[config.mk]
export PLATFORM = sky130hd
export DESIGN_NAME = sysid_regbank
export DESIGN_NICKNAME = d
export VERILOG_FILES = /design/src/rtl/sysid_pkg.sv /design/src/rtl/sysid_uptime.sv /design/src/rtl/sysid_regbank.sv
export SDC_FILE = /design/constraint.sdc
export NUM_CORES = 1
export LEC_CHECK = 0
export ABC_AREA = 1
export CAP_MARGIN = 20
export CELL_PAD_IN_SITES_DETAIL_PLACEMENT = 0
export CELL_PAD_IN_SITES_GLOBAL_PLACEMENT = 1
export CORE_MARGIN = 1
export CORE_UTILIZATION = 35
export DETAILED_ROUTE_END_ITERATION = 10
export PLACE_DENSITY_LB_ADDON = 0.3
export SLEW_MARGIN = 20
export SYNTH_ARGS = -nofsm -noshare
export SYNTH_HDL_FRONTEND = slang
export SYNTH_SLANG_ARGS = --single-unit
[constraint.sdc]
create_clock -name clock -period 2.7 [get_ports clock]
set_input_delay 0.27 -clock clock [delete_from_list [all_inputs] [get_ports clock]]
set_output_delay 0.27 -clock clock [all_outputs]
set_load 0.1 [all_outputs]
[src/rtl/sysid_pkg.sv]
// -----------------------------------------------------------------------------
// sysid_pkg
// Shared definitions for the system-identification register bank:
//   - word-address constants for the fixed part of the register map
//   - bit index of the uptime-support flag inside the VERSION word
//   - the 32-bit register word type
//   - a byte-lane merge helper used by the SCRATCH write path
// -----------------------------------------------------------------------------
package sysid_pkg;

    typedef logic [31:0] sysid_word_t;

    localparam int SYSID_A_ID        = 0;
    localparam int SYSID_A_TIMESTAMP = 1;
    localparam int SYSID_A_VERSION   = 2;
    localparam int SYSID_A_SCRATCH   = 3;
    localparam int SYSID_A_UPTIME_LO = 4;
    localparam int SYSID_A_UPTIME_HI = 5;
    localparam int SYSID_A_NUM_CAPS  = 6;
    localparam int SYSID_A_RSVD      = 7;
    localparam int SYSID_A_CAP0      = 8;

    // VERSION[31] tells software whether the uptime counter exists.
    localparam int SYSID_UPTIME_FLAG = 31;

    // Replace only the byte lanes selected by be; other lanes keep old_w.
    function automatic sysid_word_t apply_byteenable(input sysid_word_t old_w,
                                                     input sysid_word_t new_w,
                                                     input logic [3:0]  be);
        sysid_word_t res;
        res = old_w;
        for (int b = 0; b < 4; b++) begin
            if (be[b]) begin
                res[8*b +: 8] = new_w[8*b +: 8];
            end
        end
        return res;
    endfunction

endpackage

[src/rtl/sysid_uptime.sv]
// -----------------------------------------------------------------------------
// sysid_uptime
// Prescaled 64-bit free-running uptime counter with a high-word shadow.
// The prescaler counts 0..TICK_DIV-1; on its last value it wraps and the
// counter advances by one. A read of the low word (lo_read_pulse) copies the
// current high word into the shadow so a LO-then-HI read pair is coherent.
//
// Ports:
//   clock          in   single clock
//   reset          in   synchronous, active-high reset
//   lo_read_pulse  in   accepted read of UPTIME_LO this cycle
//   uptime_lo      out  live counter bits [31:0]
//   shadow_hi      out  high word captured by the last UPTIME_LO read
// -----------------------------------------------------------------------------
module sysid_uptime
    import sysid_pkg::*;
#(
    parameter int TICK_DIV = 50
) (
    input  logic        clock,
    input  logic        reset,
    input  logic        lo_read_pulse,
    output sysid_word_t uptime_lo,
    output sysid_word_t shadow_hi
);

    // TICK_DIV=1 would give a zero-width prescaler; keep one bit that
    // simply sits at 0 so every clock is a tick.
    localparam int              PW      = (TICK_DIV > 1) ? $clog2(TICK_DIV) : 1;
    localparam logic [PW-1:0]   PS_LAST = PW'(TICK_DIV - 1);

    logic [PW-1:0] presc_q, presc_d;
    logic [63:0]   cnt_q,   cnt_d;
    sysid_word_t   shadow_q, shadow_d;
    logic          tick;

    // NOTE: every signal written in always_comb gets a value on every path
    // (here by computing it unconditionally); a missing path infers a latch.
    always_comb begin
        tick     = (presc_q == PS_LAST);
        presc_d  = tick ? '0 : presc_q + 1'b1;
        cnt_d    = tick ? cnt_q + 64'd1 : cnt_q;
        // Capture from the pre-increment value so LO and HI match even when
        // the read coincides with a tick.
        shadow_d = lo_read_pulse ? cnt_q[63:32] : shadow_q;
    end

    // NOTE: state registers use non-blocking assignments so every flop
    // samples the values from before the edge, independent of statement order.
    always_ff @(posedge clock) begin
        if (reset) begin
            presc_q  <= '0;
            cnt_q    <= '0;
            shadow_q <= '0;
        end else begin
            presc_q  <= presc_d;
            cnt_q    <= cnt_d;
            shadow_q <= shadow_d;
        end
    end

    assign uptime_lo = cnt_q[31:0];
    assign shadow_hi = shadow_q;

endmodule

[src/rtl/sysid_regbank.sv]
// -----------------------------------------------------------------------------
// sysid_regbank
// Avalon-MM slave reporting system ID, build timestamp, version, a scratch
// register, an optional 64-bit uptime counter and NUM_CAPS capability words.
// Reads have a fixed latency of one clock; there is no waitrequest.
//
// Build option: define SYSID_UPTIME_EN to include the uptime counter
// (sysid_uptime). Without it, addresses 4 and 5 read 0 and VERSION[31]
// reads 0.
//
// Ports:
//   clock          in   single clock
//   reset          in   synchronous, active-high reset
//   address        in   word address (ADDR_W bits)
//   read           in   read strobe
//   write          in   write strobe (only SCRATCH is writable)
//   writedata      in   write data
//   byteenable     in   write byte lanes
//   readdata       out  registered read data, held between reads
//   readdatavalid  out  one-cycle pulse one clock after each accepted read
//
// ADDR_W must satisfy 2**ADDR_W >= 8 + NUM_CAPS.
// -----------------------------------------------------------------------------
module sysid_regbank
    import sysid_pkg::*;
#(
    parameter sysid_word_t             SYSTEM_ID   = 32'h5D13_F3DD,
    parameter sysid_word_t             TIMESTAMP   = 32'h0,
    parameter sysid_word_t             VERSION     = 32'h0001_0000,
    parameter sysid_word_t             SCRATCH_RST = 32'h0,
    parameter int                      NUM_CAPS    = 4,
    parameter logic [32*NUM_CAPS-1:0]  CAPS        = '0,
    parameter int                      TICK_DIV    = 50,
    parameter int                      ADDR_W      = 6
) (
    input  logic              clock,
    input  logic              reset,
    input  logic [ADDR_W-1:0] address,
    input  logic              read,
    input  logic              write,
    input  logic [31:0]       writedata,
    input  logic [3:0]        byteenable,
    output logic [31:0]       readdata,
    output logic              readdatavalid
);

    sysid_word_t readdata_q, readdata_d;
    logic        rdvalid_q;
    sysid_word_t scratch_q, scratch_d;
    sysid_word_t uptime_lo;
    sysid_word_t shadow_hi;
    sysid_word_t version_w;

`ifdef SYSID_UPTIME_EN
    localparam logic UPTIME_PRESENT = 1'b1;

    logic lo_read_pulse;
    assign lo_read_pulse = read && (address == ADDR_W'(SYSID_A_UPTIME_LO));

    sysid_uptime #(
        .TICK_DIV      (TICK_DIV)
    ) u_uptime (
        .clock         (clock),
        .reset         (reset),
        .lo_read_pulse (lo_read_pulse),
        .uptime_lo     (uptime_lo),
        .shadow_hi     (shadow_hi)
    );
`else
    localparam logic UPTIME_PRESENT = 1'b0;

    assign uptime_lo = '0;
    assign shadow_hi = '0;
`endif

    // The uptime flag is owned by the build, not by the VERSION parameter.
    always_comb begin
        version_w                    = VERSION;
        version_w[SYSID_UPTIME_FLAG] = UPTIME_PRESENT;
    end

    // Read mux: reserved and out-of-range addresses fall through to 0.
    always_comb begin
        readdata_d = '0;
        case (address)
            ADDR_W'(SYSID_A_ID):        readdata_d = SYSTEM_ID;
            ADDR_W'(SYSID_A_TIMESTAMP): readdata_d = TIMESTAMP;
            ADDR_W'(SYSID_A_VERSION):   readdata_d = version_w;
            ADDR_W'(SYSID_A_SCRATCH):   readdata_d = scratch_q;
            ADDR_W'(SYSID_A_UPTIME_LO): readdata_d = uptime_lo;
            ADDR_W'(SYSID_A_UPTIME_HI): readdata_d = shadow_hi;
            ADDR_W'(SYSID_A_NUM_CAPS):  readdata_d = sysid_word_t'(NUM_CAPS);
            ADDR_W'(SYSID_A_RSVD):      readdata_d = '0;
            default: begin
                for (int k = 0; k < NUM_CAPS; k++) begin
                    if (address == ADDR_W'(SYSID_A_CAP0 + k)) begin
                        readdata_d = CAPS[32*k +: 32];
                    end
                end
            end
        endcase
    end

    // Writes to any address other than SCRATCH are dropped.
    always_comb begin
        scratch_d = scratch_q;
        if (write && (address == ADDR_W'(SYSID_A_SCRATCH))) begin
            scratch_d = apply_byteenable(scratch_q, writedata, byteenable);
        end
    end

    // A read+write of SCRATCH in one cycle returns the pre-write value because
    // readdata_d is built from scratch_q, which only updates at this edge.
    always_ff @(posedge clock) begin
        if (reset) begin
            readdata_q <= '0;
            rdvalid_q  <= 1'b0;
            scratch_q  <= SCRATCH_RST;
        end else begin
            rdvalid_q <= read;
            if (read) begin
                readdata_q <= readdata_d;
            end
            scratch_q <= scratch_d;
        end
    end

    assign readdata      = readdata_q;
    assign readdatavalid = rdvalid_q;

endmodule

# After elaboration in Yosys (flattened, before gate mapping)

Cells that the tools add are included.

Output and inout bits: 33
Input bits: 46
Register bits: 65
Bits in latches: 0
Memory bits (writable): 0
Memory bits (read-only): 0
Logic and storage cells: 16
Memories: 0

Shifts and indexed selects: 0
Eq/ne operators: 3
Add/subtract/negate cells: 0
Muxes and demuxes: 1
Reductions and logical operators: 6
Divide/modulo/power cells: 0
$mul: 0
Order comparisons: 0
Bitwise logic cells: 0

Operator list:

| cell                                                                  | count |
|---|---|
| 32-bit one-hot mux with 4 select lines                                | 1 |
| 6-bit by 2-bit equality test with 1-bit output, second input constant | 2 |
| 2-bit AND reduction                                                   | 4 |
| 6-bit by 3-bit equality test with 1-bit output, second input constant | 1 |
| 6-bit zero test                                                       | 1 |
| 1-bit logical AND                                                     | 1 |

# Logic depth before layout (Yosys ltp)

Gate-level depths: netlist of run 1.

Word-level depth: 3
Depth in mapped cells: 9
Gate-level depth less buffers: 8

# Worst setup path before layout of run 1

Ideal clock, no wire load.

Path type: reg2reg
From: register readdata[21] (netlist name)
To: register readdata_q[21] (netlist: readdata[21])
Slack: 1384 ps
Data arrival time: 1245 ps
Clock period less this slack: 1316 ps
Cell stages (with the launch flop): 3
Path buffers: 0
Required time: 2629 ps
Cell sequence: dfxtp_1 o21ai_0 a21oi_1

RTL lines:

| item                 | RTL line             | source |
|---|---|---|
| to (signal assigned) | sysid_regbank.sv:122 | `readdata_q <= readdata_d;` |
| to (decl)            | sysid_regbank.sv:47  | `sysid_word_t readdata_q, readdata_d;` |

# Worst setup path after layout of run 1

From: input address[5]
To: register readdata_q[30] (netlist: readdata[30])

Word-level cells in the longest chain between the ends: 2
Elaborated cells on any way between the ends: 5

RTL lines:

| item                                                                   | RTL line            | source |
|---|---|---|
| from (decl)                                                            | sysid_regbank.sv:38 | `input logic [ADDR_W-1:0] address,` |
| 6-bit by 3-bit equality test with 1-bit output (tied with other cells) | sysid_regbank.sv:85 | `case (address)` |
| 32-bit one-hot mux with 4 select lines *                               | sysid_regbank.sv:85 |  |

Every way passes the cells marked *; elsewhere a longest branch is shown, timed or not.
A chain may end at the register's enable or synchronous reset.

==> results of run 1 <==
==> metal layers <==
layer / global-route usage [%] / up-vias / wire [um]
li1: - / 1262 / -
met1: 23.4 / 1117 / 3170
met2: 29.0 / 76 / 3140
met3: 5.28 / 8 / 332
met4: 6.86 / 0 / 86
met5: 0 / - / 0
==> critical path, cell delays in order <==
cell,delay (ns)
clkdlybuf4s50_1,0.43
nor2_2,0.24
nand3_2,0.15
inv_2,0.44
nand2_1,0.12
nand2_1,0.08
nand2_1,0.06
a21oi_1,0.13
==> cells by family after synthesis <==
| kind of cell | after synthesis |
|---|---|
| AND/OR/NAND/NOR | 170 |
| buffers and inverters | 32 |
| AO/OA/AOI/OAI | 77 |
| flip-flops | 65 |
==> synthesized netlist by cell type, types with 2 or more instances <==
master	number	area share [%]
o21ai_0	13	2.5
a21oi_1	63	12
nand3_2	2	0.78
inv_1	6	0.88
buf_6	3	1.3
clkbuf_1	13	1.9
nand2_1	125	18
buf_2	2	0.39
buf_4	6	1.8
nor2_2	2	0.49
dfxtp_1	65	51
nor2_1	4	0.58
nand3_1	34	6.6
==> area by class of cell <==
cell class | count | area, sq um
Clock buffer | 11 | 151
Clock inverter | 5 | 77.6
Fill cell | 694 | 3450
Inverter | 7 | 26.3
Multi-Input combinational cell | 247 | 1100
Sequential cell | 65 | 1300
Tap cell | 96 | 120
Timing Repair Buffer | 82 | 718
==> power by group through the flow <==
stage	logic, mW	clock network (mW)	registers [mW]
after floorplan	0.0573	0	1.08
after global placement	0.237	0	0.999
after detailed placement	0.238	0	0.999
after CTS	0.238	0.953	0.977
after global routing	0.250	1.01	0.978
final	0.237	0.937	0.977
==> cells in the final DEF (no fill, tap or decap), drive strengths merged <==
cell type	netlist	final
nand2	125	125
dfxtp	65	65
a21oi	63	63
clkdlybuf4s50	0	43
buf	12	39
nand3	36	36
o21ai	13	13
clkbuf	13	11
inv	7	7
nor2	7	7
clkinv	0	2
bufinv	0	2
or2	1	1
a31oi	1	1
nand4	1	1
clkinvlp	0	1
==> state kept, by name, indices dropped and copies added, names as in the netlist <==
| name | count |
|---|---|
| scratch_q | 32 |
| readdata | 32 |
| readdatavalid | 1 |
==> how the worst max path moves through the flow <==
stage,from,end,slack (ns)
after global placement,address[5],readdata[4]$_SDFFE_PP0P_,0.75
after global routing,address[5],readdata[30]$_SDFFE_PP0P_,0.85
after floorplan,readdata[21]$_SDFFE_PP0P_,readdata[21]$_SDFFE_PP0P_,1.38
after CTS,address[5],readdata[30]$_SDFFE_PP0P_,1.03
after detailed placement,address[5],readdata[30]$_SDFFE_PP0P_,0.68
final,address[5],readdata[30]$_SDFFE_PP0P_,1.04
==> metrics by stage <==
stage	cells	area (sq um)	power, mW	utilization, %	worst slack [ns]
after global placement	497	3260	1.24	47.0	0.753
final	513	3490	2.15	50.3	1.04
after global routing	513	3490	2.24	50.3	0.853
after floorplan	344	2570	1.14	-	1.38
after CTS	513	3490	2.17	50.3	1.03
after detailed placement	497	3260	1.24	47.0	0.682
==> results.py, run 1 <==
metrics = {
    "power": {
        "switching_share_pct": 24.7,
        "comb_power_share_pct": 11.0,
        "ir_drop_v": 0.000396,
        "seq_power_share_pct": 45.4,
        "p_leak_nw": 1.35,
        "p_clk_share_pct": 43.5,
        "p_sw_mw": 0.531,
        "p_int_mw": 1.62,
        "pwr_density_cell_mw_per_mm2": 616,
    },
    "logic_synthesis": {
        "synth_fa_ha_area_share_pct": 0,
        "syn-num-nets": 390,
        "avgSynthCellArea_sq_um": 7.46,
        "ys_seq_elements": 65,
        "async_flop_share_pct": 0,
        "synth_cells": 344,
        "synth_top_family_by_area": "simple AND/OR/NAND/NOR gates",
        "muxShareOfSynthArea_pct": 0,
        "ys_seq_area_share_pct": 50.7,
        "synth_compound_area_share_pct": 15.1,
        "synth_xor_xnor_area_share_pct": 0,
        "synth_cell_type_count": 19,
        "ys.flop_type": "dfxtp_1",
        "syn_area_sq_mm": 0.00257,
        "synth-edff-count": 0,
        "synth-simple-area-share_pct": 27.7,
        "ys.warnings.count": 0,
    },
    "place": {
        "port-buffer-count": 78,
        "gp_congestion": 0.761,
        "dp_hpwl_mm": 4.34,
    },
    "route": {
        "drc": 0,
        "wirelength_mm": 6.73,
        "ant_nets": 0,
        "drt_iter0_drc": 102,
        "wl_per_cell_um": 13.1,
        "vias": 2463,
        "routed_via_density": 4.80,
        "dr.pass1.iters": 4,
    },
    "critical_path": {
        "cp_max_fo": 31,
        "r2r_start": "scratch_q[2]$_SDFFE_PP0P_",
        "regToRegEndpoint": "readdata[2]$_SDFFE_PP0P_",
        "crit_path_end_kind": "register",
        "cp-start-kind": "input pin",
        "cp.arrival_ns": 1.93,
        "critical_path_class": "input pin to register",
        "reg2regPathDepth": 4,
        "reg2reg_slack_ns": 1.90,
        "crit_required_ns": 2.96,
    },
    "die": {
        "coreArea_sq_mm": 0.00694,
        "dieArea_sq_mm": 0.00768,
        "die_h_um": 87.6,
        "fp.dieW_um": 87.6,
        "initial_core_util_pct": 37.0,
        "rows": 30,
        "io_pins": 79,
    },
    "worst_hold_path": {
        "min_from": "reset",
        "hold_end": "readdatavalid$_SDFF_PP0_",
        "min_path_cells": 2,
        "hold_path.class": "input pin to register",
    },
    "timing": {
        "hold-worst-slack_ns": 0.381,
        "slew_headroom_pct": 46.4,
        "slew_viol_final": 0,
        "worstMarginPinSlew_ns": 0.804,
        "period_share_pct": 61.6,
        "hold_viol": 0,
        "period_needed_ns": 1.66,
        "setup_viol": 0,
        "skew_ns": 0.00434,
        "fin_setup_tns_ns": 0,
        "rsz0062_at_grt": "false",
        "fmax_mhz": 601,
    },
    "cts": {
        "clk_latency_ns": 0.33,
        "cts.path.max_buffers": 2,
        "path_clk_slew_ns": 0.07,
        "cts_root_buf": "clkbuf_8",
        "postCtsSetupBuffers": 0,
        "cts_tree": "yes",
        "hold_buffers": 0,
        "htree_levels": 3,
        "cts_inserted_buffers": 9,
        "cts.sinks": 65,
        "cts_resized": 0,
    },
    "final_layout": {
        "syn_to_final_growth_pct": 36.1,
        "layout-drive-gt1-share_pct": 14.9,
        "fin_nets": 458,
        "n_antenna_cell": 0,
    },
    "grt": {
        "antenna_found_initial": 0,
        "grt_pass1_wl_mm": 10.6,
        "grt_usage_pct": 18.2,
        "grt_max_degree": 46,
        "grt.overflow.total": 0,
        "grt_pass1_vias": 2272,
    },
    "run": {
        "drv_cap": 0,
    },
    "run_status": {
        "status": "finished, final reports clean",
    },
}
(Power assumes the default switching activity.)
==> inputs of run 2 (changes only) <==
--- a/config.mk
+++ b/config.mk
@@ -10,7 +10,7 @@
 export CELL_PAD_IN_SITES_DETAIL_PLACEMENT = 0
 export CELL_PAD_IN_SITES_GLOBAL_PLACEMENT = 1
 export CORE_MARGIN = 1
-export CORE_UTILIZATION = 35
+export CORE_UTILIZATION = 32
 export DETAILED_ROUTE_END_ITERATION = 10
 export PLACE_DENSITY_LB_ADDON = 0.3
 export SLEW_MARGIN = 20
==> constraint.sdc (replaced) <==
create_clock -name clock -period 1.7 [get_ports clock]
set_input_delay 0.17 -clock clock [delete_from_list [all_inputs] [get_ports clock]]
set_output_delay 0.17 -clock clock [all_outputs]
set_load 0.1 [all_outputs]
==> results.py, run 2 (synthesized netlist as in run 1, its figures left out) <==
metrics = {
    "final_layout": {
        "fill_cells": 827,
        "layout_commonest_cell": "nand2_1",
        "final_cells": 527,
        "syn_to_final_growth_pct": 38.6,
        "utilization_pct": 46.0,
        "layout-drive-gt1-share_pct": 16.5,
        "fin_nets": 467,
        "post-route-cell-area_sq_mm": 0.00356,
        "n_antenna_cell": 0,
        "mostFrequentLayoutCells": "nand2_1 (125), dfxtp_1 (65), a21oi_1 (63), buf_4 (44), clkdlybuf4s50_1 (43)",
    },
    "place": {
        "place_inst": 512,
        "place_ws_ns": -0.0649,
        "place_area_sq_mm": 0.00336,
        "port-buffer-count": 78,
        "dp_hpwl_mm": 4.47,
        "gp_congestion": 0.736,
    },
    "power": {
        "p_leak_nw": 1.39,
        "total_power_mw": 3.25,
        "pwr_density_cell_mw_per_mm2": 913,
        "ir_drop_v": 0.000457,
    },
    "grt": {
        "grt_usage_pct": 16.6,
        "grt_pass1_wl_mm": 10.9,
        "grt_pass1_vias": 2282,
        "antenna_found_initial": 0,
        "grt_max_degree": 46,
        "grt.overflow.total": 0,
    },
    "route": {
        "ant_nets": 0,
        "drc": 0,
        "drt_iter0_drc": 50,
        "dr.pass1.iters": 4,
        "wirelength_mm": 6.58,
        "routed_via_density": 4.64,
        "wl_per_cell_um": 12.5,
        "vias": 2446,
    },
    "die": {
        "fp.dieW_um": 91.6,
        "coreArea_sq_mm": 0.00773,
        "initial_core_util_pct": 33.2,
        "die_h_um": 91.6,
        "rows": 32,
        "dieArea_sq_mm": 0.00838,
        "io_pins": 79,
    },
    "critical_path": {
        "reg2regPathDepth": 4,
        "crit_top_cell": "nand2_1",
        "path_cells": "clkdlybuf4s50_1 > nand2_1 > inv_1 > nand3_2 > nor2_4 > buf_12 > nand2_1 > nand2_1 > a21oi_1",
        "critPathSlowestCell": "clkdlybuf4s50_1",
        "cp-start-kind": "input pin",
        "critPathMaxStageDelay_ns": 0.50,
        "crit_required_ns": 1.91,
        "critical_path_class": "input pin to register",
        "cp_max_fo": 36,
        "cp.arrival_ns": 1.63,
        "crit_path_end_kind": "register",
    },
    "cts": {
        "postCtsSetupBuffers": 0,
        "cts_tree": "yes",
        "cts.sinks": 65,
        "clk_latency_ns": 0.34,
        "cts_root_buf": "clkbuf_8",
        "cts_inserted_buffers": 9,
        "cts.path.max_buffers": 2,
        "hold_buffers": 0,
        "cts_resized": 0,
        "htree_levels": 3,
        "path_clk_slew_ns": 0.08,
    },
    "worst_hold_path": {
        "hold_path.class": "input pin to register",
        "min_path_cells": 3,
    },
    "timing": {
        "setup_viol": 0,
        "finalWorstSetupSlack_ns": 0.276,
        "rsz0062_at_grt": "false",
        "period_needed_ns": 1.42,
        "hold-worst-slack_ns": 0.273,
        "hold_viol": 0,
        "fmax_mhz": 702,
        "slew_headroom_pct": 73.2,
        "fin_setup_tns_ns": 0,
        "skew_ns": 0.00731,
        "period_share_pct": 83.8,
        "worstMarginPinSlew_ns": 0.402,
        "slew_viol_final": 0,
    },
    "run": {
        "drv_cap": 0,
    },
    "run_status": {
        "status": "finished, final reports clean",
    },
}
run 2: layer usage:
metal  global-route usage [%]  wire (um)  vias up
li1                         -          -     1273
met1                     21.2       2970     1097
met2                     26.9       3140       65
met3                     3.35        342       11
met4                     7.54        121        0
met5                        0          0        -
run 2: report_power, final:
part | internal [mW] | leakage [nW] | switching, mW
combinational | 0.142 | 0.761 | 0.246
clock | 0.706 | 0.0981 | 0.601
sequential | 1.54 | 0.526 | 0.00972
total | 2.39 | 1.39 | 0.856
run 2: critical path, delay by kind of cell:
kind	cells	cell delay [ns]
buf+inv	3	0.78
simple gates	5	0.62
compound gates	1	0.06
run 2: worst paths after layout:
path                                                  from                         end  slack [ns]
worst max-delay path                            address[1]   scratch_q[0]$_SDFFE_PP0P_        0.28
worst min-delay path                                  read    readdatavalid$_SDFF_PP0_        0.27
worst max register to register   scratch_q[2]$_SDFFE_PP0P_    readdata[2]$_SDFFE_PP0P_        0.95
worst min register to register  scratch_q[24]$_SDFFE_PP0P_  scratch_q[24]$_SDFFE_PP0P_        0.46
run 2: layout make-up:
type / count / area [sq um] / share of cell area, %
Sequential cell: 65 / 1300 / 36.6
Clock buffer: 10 / 138 / 3.87
Clock inverter: 5 / 56.3 / 1.58
Tap cell: 102 / 128 / 3.59
Inverter: 7 / 26.3 / 0.739
Multi-Input combinational cell: 247 / 1100 / 30.8
Timing Repair Buffer: 91 / 811 / 22.8
